<file path="config.mk">
export PLATFORM = sky130hd
export DESIGN_NAME = result_uart_tx
export DESIGN_NICKNAME = d
export VERILOG_FILES = /design/src/rtl/result_uart_tx.sv
export SDC_FILE = /design/constraint.sdc
export NUM_CORES = 1
export LEC_CHECK = 0
export ABC_AREA = 1
export CORE_ASPECT_RATIO = 0.6
export CORE_UTILIZATION = 60
export CTS_BUF_LIST = sky130_fd_sc_hd__clkbuf_2
export DETAILED_ROUTE_END_ITERATION = 8
export GPL_ROUTABILITY_DRIVEN = 0
export PLACE_DENSITY = 0.95
export SYNTH_ARGS = -nofsm -noshare
export SYNTH_HDL_FRONTEND = slang
export SYNTH_SLANG_ARGS = --single-unit
export TNS_END_PERCENT = 1
</file>
<file path="constraint.sdc">
create_clock -name clk -period 5.2 [get_ports clk]
set_input_delay 0.78 -clock clk [delete_from_list [all_inputs] [get_ports clk]]
set_output_delay 0.78 -clock clk [all_outputs]
set_load 0.01 [all_outputs]
</file>
<file path="src/rtl/result_uart_tx.sv">
// Reads result RAM words 0..last_addr and serialises each one over a UART TX line (8N1).
// Define RESULT_UART_PARITY_EN to add an even-parity bit between the data bits and the stop bit.
module result_uart_tx #(
    parameter int CLK_HZ    = 50000000,
    parameter int BAUD      = 115200,
    parameter int DATA_BITS = 8,
    parameter int ADDR_BITS = 8
) (
    input  logic                 clk,
    input  logic                 rst,
    input  logic                 start,
    input  logic [ADDR_BITS-1:0] last_addr,
    input  logic                 abort,
    output logic [ADDR_BITS-1:0] ram_rdaddr,
    input  logic [DATA_BITS-1:0] ram_q,
    output logic                 tx,
    output logic                 busy,
    output logic                 done
);

    localparam int CPB_RAW      = CLK_HZ / BAUD;
    localparam int CLKS_PER_BIT = (CPB_RAW < 2) ? 2 : CPB_RAW;
    localparam int CNT_W        = $clog2(CLKS_PER_BIT);
    localparam int BIT_W        = (DATA_BITS > 1) ? $clog2(DATA_BITS) : 1;

    localparam logic [CNT_W-1:0] CNT_LAST = CNT_W'(CLKS_PER_BIT - 1);
    localparam logic [CNT_W-1:0] CNT_PRE  = CNT_W'(CLKS_PER_BIT - 2);
    localparam logic [BIT_W-1:0] BIT_LAST = BIT_W'(DATA_BITS - 1);

    typedef enum logic [2:0] {
        IDLE,
        FETCH,
        LATCH,
        START,
        DATA,
        PARITY,
        STOP
    } state_t;

    state_t                 state;
    logic [CNT_W-1:0]       baud_cnt;
    logic [BIT_W-1:0]       bit_cnt;
    logic                   abort_flag;
    logic [ADDR_BITS-1:0]   last_q;
    logic [DATA_BITS-1:0]   shreg;
    logic                   baud_last;

`ifdef RESULT_UART_PARITY_EN
    logic                   par_bit;

    function automatic logic even_parity(input logic [DATA_BITS-1:0] word);
        return ^word;
    endfunction
`endif

    assign baud_last = (baud_cnt == CNT_LAST);

    // Payload path: no reset needed, every value is loaded before it is used.
    always_ff @(posedge clk) begin
        if (state == IDLE && start) begin
            last_q <= last_addr;
        end
        if (state == LATCH) begin
            shreg <= ram_q;
`ifdef RESULT_UART_PARITY_EN
            par_bit <= even_parity(ram_q);
`endif
        end else if ((state == START || state == DATA) && baud_last) begin
            shreg <= shreg >> 1;
        end
    end

    always_ff @(posedge clk or negedge rst) begin
        if (!rst) begin
            state      <= IDLE;
            tx         <= 1'b1;
            busy       <= 1'b0;
            done       <= 1'b0;
            ram_rdaddr <= '0;
            baud_cnt   <= '0;
            bit_cnt    <= '0;
            abort_flag <= 1'b0;
        end else begin
            done <= 1'b0;
            if (state != IDLE && abort) begin
                abort_flag <= 1'b1;
            end

            case (state)
                IDLE: begin
                    tx         <= 1'b1;
                    busy       <= 1'b0;
                    abort_flag <= 1'b0;
                    baud_cnt   <= '0;
                    bit_cnt    <= '0;
                    if (start) begin
                        ram_rdaddr <= '0;
                        busy       <= 1'b1;
                        state      <= FETCH;
                    end
                end

                FETCH: begin
                    tx    <= 1'b1;
                    state <= LATCH;
                end

                LATCH: begin
                    tx       <= 1'b0;
                    baud_cnt <= '0;
                    state    <= START;
                end

                START: begin
                    if (baud_last) begin
                        baud_cnt <= '0;
                        bit_cnt  <= '0;
                        tx       <= shreg[0];
                        state    <= DATA;
                    end else begin
                        baud_cnt <= baud_cnt + CNT_W'(1);
                    end
                end

                DATA: begin
                    if (baud_last) begin
                        baud_cnt <= '0;
                        if (bit_cnt == BIT_LAST) begin
`ifdef RESULT_UART_PARITY_EN
                            tx    <= par_bit;
                            state <= PARITY;
`else
                            tx    <= 1'b1;
                            state <= STOP;
`endif
                        end else begin
                            bit_cnt <= bit_cnt + BIT_W'(1);
                            tx      <= shreg[0];
                        end
                    end else begin
                        baud_cnt <= baud_cnt + CNT_W'(1);
                    end
                end

                PARITY: begin
                    if (baud_last) begin
                        baud_cnt <= '0;
                        tx       <= 1'b1;
                        state    <= STOP;
                    end else begin
                        baud_cnt <= baud_cnt + CNT_W'(1);
                    end
                end

                STOP: begin
                    tx <= 1'b1;
                    // done is raised one cycle early so it coincides with the final stop cycle.
                    if (baud_cnt == CNT_PRE && !abort_flag && !abort && ram_rdaddr == last_q) begin
                        done <= 1'b1;
                    end
                    if (baud_last) begin
                        baud_cnt <= '0;
                        if (abort_flag || ram_rdaddr == last_q) begin
                            busy  <= 1'b0;
                            state <= IDLE;
                        end else begin
                            ram_rdaddr <= ram_rdaddr + ADDR_BITS'(1);
                            state      <= FETCH;
                        end
                    end else begin
                        baud_cnt <= baud_cnt + CNT_W'(1);
                    end
                end

                default: begin
                    tx    <= 1'b1;
                    busy  <= 1'b0;
                    state <= IDLE;
                end
            endcase
        end
    end

endmodule

</file>
**Yosys cells after proc, flatten, opt, wreduce, memory -nomap -nowiden**

Cells that the tools add are included.

- Flip-flop bits (word level): 43

- Equality and inequality tests: 19
- Bitwise logic cells: 1
- Muxes and demuxes: 33
- Add/subtract/negate cells: 3
- Reductions and logical operators: 25

Operators with widths:

| operator | count |
|---|---|
| $mux 8 | 5 |
| $mux 3 | 9 |
| $pmux 3 s7 | 1 |
| $eq 9x9->1 const B | 2 |
| $pmux 9 s2 | 1 |
| $ne 2x2->1 const B | 8 |
| $pmux 8 s2 | 1 |
| $eq 3x3->1 const B | 4 |
| $mux 1 | 12 |
| $add 9x1->9 const B | 1 |
| $mux 9 | 1 |
| $pmux 3 s3 | 1 |
| $add 8x1->8 const B | 1 |
| $eq 8x8->1 | 1 |
| $reduce_and 4->1 | 2 |
| $reduce_bool 2->1 | 4 |
| $eq 3x2->1 const B | 2 |
| $logic_and 1x1->1 | 6 |
| $reduce_and 3->1 | 2 |
| $reduce_and 6->1 | 1 |
| $reduce_bool 3->1 | 2 |
| $reduce_or 5->1 | 1 |
| $pmux 1 s4 | 1 |
| $reduce_or 4->1 | 1 |
| other kinds (9) | 11 |

**Depth between registers and ports, before layout**

- Depth in word-level cells: 6
- Mapped depth: 11
- Mapped depth without buffers: 11

**Least setup slack after synthesis**

Ideal clock, no wire load.

- Path type: reg-to-reg
- Start: register state[1]
- End: register shreg[0] (enable)
- Arrival: 1.551 ns
- Clock period less this slack: 1.935 ns
- Cell stages (with the launch flop): 7
- Required time: 4.816 ns
- Path buffers: 1
- Slack: 3.265 ns
- Path through: dfrtp_1 > buf_2 > nor2_1 > nand2_2 > nand2_2 > inv_4 > o21ai_0

- Longest elaborated chain between the ends: 4
- Elaborated cells on any way between the ends: 6

Ends and longest elaborated chain:

| item | line | text |
|---|---|---|
| start, declared | 40 | `state_t state;` |
| start signal, assigned | 75 | `state <= IDLE;` |
| start signal, assigned | 99 | `state <= FETCH;` |
| start signal, assigned | 105 | `state <= LATCH;` |
| $eq 3x2->1 / $eq 3x3->1 (equally long branches) | 68 | `end else if ((state == START \|\| state == DATA) && baud_last) begin` |
| $logic_or 1x1->1 | 68 |  |
| $logic_and 1x1->1 | 68 |  |
| $reduce_bool 2->1 (no source line) * | - |  |
| end signal, assigned | 64 | `shreg <= ram_q;` |
| end signal, assigned | 69 | `shreg <= shreg >> 1;` |
| end, declared | 45 | `logic [DATA_BITS-1:0] shreg;` |

Every way passes the cells marked *; elsewhere a longest branch is shown, timed or not.
A chain may end at the register's enable or synchronous reset.

**Final worst setup path**

- Start: register tx
- End: output port tx

RTL lines:

| item | line | text |
|---|---|---|
| start, declared | 16 | `output logic tx,` |
| start signal, assigned | 118 | `tx <= shreg[0];` |
| start signal, assigned | 138 | `tx <= shreg[0];` |

No word-level cell between the ends.

==> metrics <==
Yosys top cell area share 0.271; DP Area 2760 sq um; Cell variety after synth 31; Post-Syn Area 2400 sq um; yosys warns 0; Syn Area/Cell about 8.8 sq um; Post-CTS Setup Repair Bufs 0; root buf cell clkbuf_2; die area approximately 4300 sq um; Skew-Pair Late Insertion Delay 0.41 ns; Post-Syn Instances ~270; worst-case reg-to-reg path depth 5; Final nets roughly 340; HP Class reg2reg; H-tree levels 2; TritonCTS Sinks 43; Post-synth ARST share 0.628; final setup violation count 0; Leak roughly 1.3 nW; Post-DRT Antenna Nets 0; CTS Hold Bufs 0; Remaining DRCs 0; Clk pin slew, worst setup/hold paths between 0.2 and 0.25 ns; Critical Path Stages 1; Rows 17; RSZ-0062 raised after global routing no; Inserted Diodes 0; FF+latch count, synth 43; cts bufs inserted 5; Yosys top cell by area dfrtp_1; Post-synth EDFFs 16; Final Cell Area ~2800 sq um; f_max between 0.4 and 0.5 GHz; most frequent cell after synthesis nand2_1; Total Routing Usage GR 0.269; Worst Path Required 4.42 ns; crit path cell chain clkdlybuf4s50_1; CP delay by family, top flip-flops; 1st-iter DRT viols a little under 100; WP data arrival roughly 1.5 ns; share of layout cells above drive strength 1 0.122; Final WS setup approximately 2.9 ns; min Tclk post-route between 2 and 2.5 ns; worst IR drop on VDD between 0.0003 and 0.0004 V; number of port buffers 30; Slew Viols, Final 0; Via density approximately 5.5; die span in y 51.0 um; Max Cap Violations 0; crit path buf inv count 1; total grt overflow 0; dominant cells by area after synthesis dfrtp_1 27%, edfxtp_1 20%, nand2_1 13%; crit path launch tx; Top Ports 31; clock buffer depth 2; post-synthesis sequential area ratio 0.482; initial antenna violation count 0; crit path launch type register; Slew headroom 0.231; first-pass GRT wire length 8880 um; core area between 3000 and 4000 sq um; Crit Path Class reg2out; largest net degree at the start of global routing 28; post-CTS resize count 0; area delta synth->final 17.5%; Synth Flop Type dfrtp_1; Slowest-stage cell, CP dfstp_2; setup TNS 0 ns; chip width approximately 84 um; CTS tree built; post-DR wirelength/cell approximately 15 um; vias in the first global route 1898; ratio of final minimum period to clock period 0.443; worst slack, placed just under 3 ns; DR pass1 iterations 4; Post-Synthesis Net Count around 300; r2r endpoint shreg[2]; Vias between 1500 and 2000; Initial Util 0.642; DPL Wire Length roughly 4100 um; Commonest cells post-synth 82 x nand2_1, 28 x inv_1, 26 x dfrtp_1, 23 x nand3_1, 21 x nor2_1; crit path max fanout 2; Pwr Density between 400 and 500 nW/um^2; final hold vios 0; status finished, final reports clean; R2R Path Start state[1]; Crit. End Element output port; Worst setup endpoint tx; Setup Skew ~0.0076 ns; Worst-Margin Slew approximately 1.1 ns; R2R Setup Slk 2.91 ns; Worst path max stage delay between 0.5 and 0.6 ns; Detailed Route WL approximately 5200 um
final cells by class:
cell class              instances  area (sq um)
clock buffers                   5          25.0
clock inverters                 3          38.8
fillers                       267           920
inverters                      33           129
multi-input cells             196          1110
flip-flops and latches         43          1160
well taps                      47          58.8
repair buffers                 31           308
sequential cells by signal, summed over array words and instances, names as in the netlist:
register    count
bit_cnt         3
tx              1
baud_cnt        9
abort_flag      1
done            1
state           3
ram_rdaddr      8
shreg           8
busy            1
last_q          8
cells in the final DEF, fill, tap and decap left out, drive strengths merged, types with 5 or more instances in the layout:
cell / instances
a21oi: 6
clkbuf: 5
clkdlybuf4s50: 30
dfrtp: 26
edfxtp: 16
ha: 9
inv: 33
mux2: 7
nand2: 90
nand3: 26
nor2: 23
o21ai: 10
xor2: 8
how the worst min path moves through the flow:
stage | startpoint | to | cells after the start
floorplan | bit_cnt[1] | bit_cnt[1] | 2
global placement | busy | busy | 2
detailed placement | busy | busy | 2
CTS | tx | tx | 2
global route | tx | tx | 2
finish | busy | busy | 2
cell families (layout without fill, tap and decap cells):
group | Yosys count | after routing | share of synthesized area
muxes | 7 | 7 | 0.0328
xor gates and xnor gates | 11 | 11 | 0.0401
buffers and inverters | 35 | 72 | 0.0578
and+or+nand+nor | 150 | 150 | 0.295
AOI/OAI and AO/OA | 19 | 19 | 0.0458
adders and majority gates | 9 | 9 | 0.0469
DFF | 43 | 43 | 0.482
stage by stage:
step           total power, mW  hold slack, ns  instances   util
2_1_floorplan            0.903           0.453        274      -
6_report                  1.26           0.524        358  0.754
5_1_grt                   1.34           0.566        358  0.754
3_3_place_gp              1.02           0.463        350  0.737
4_1_cts                   1.25           0.528        358  0.754
3_5_place_dp              1.06           0.490        350  0.737
power by group:
| part | internal (mW) | switching, mW | total, mW |
|---|---|---|---|
| Sequential | 0.438 | 0.0559 | 0.494 |
| Combinational | 0.191 | 0.381 | 0.572 |
| Clock | 0.0790 | 0.113 | 0.192 |
| Total | 0.708 | 0.549 | 1.26 |
routing by layer:
layer / GRT usage / vias up / share of wire
met4: 0.0678 / 0 / 0.0061
met2: 0.430 / 81 / 0.46
li1: - / 955 / -
met5: 0 / - / 0
met1: 0.375 / 940 / 0.45
met3: 0.0662 / 5 / 0.079
No activity file was read; power rests on OpenSTA's default activity.
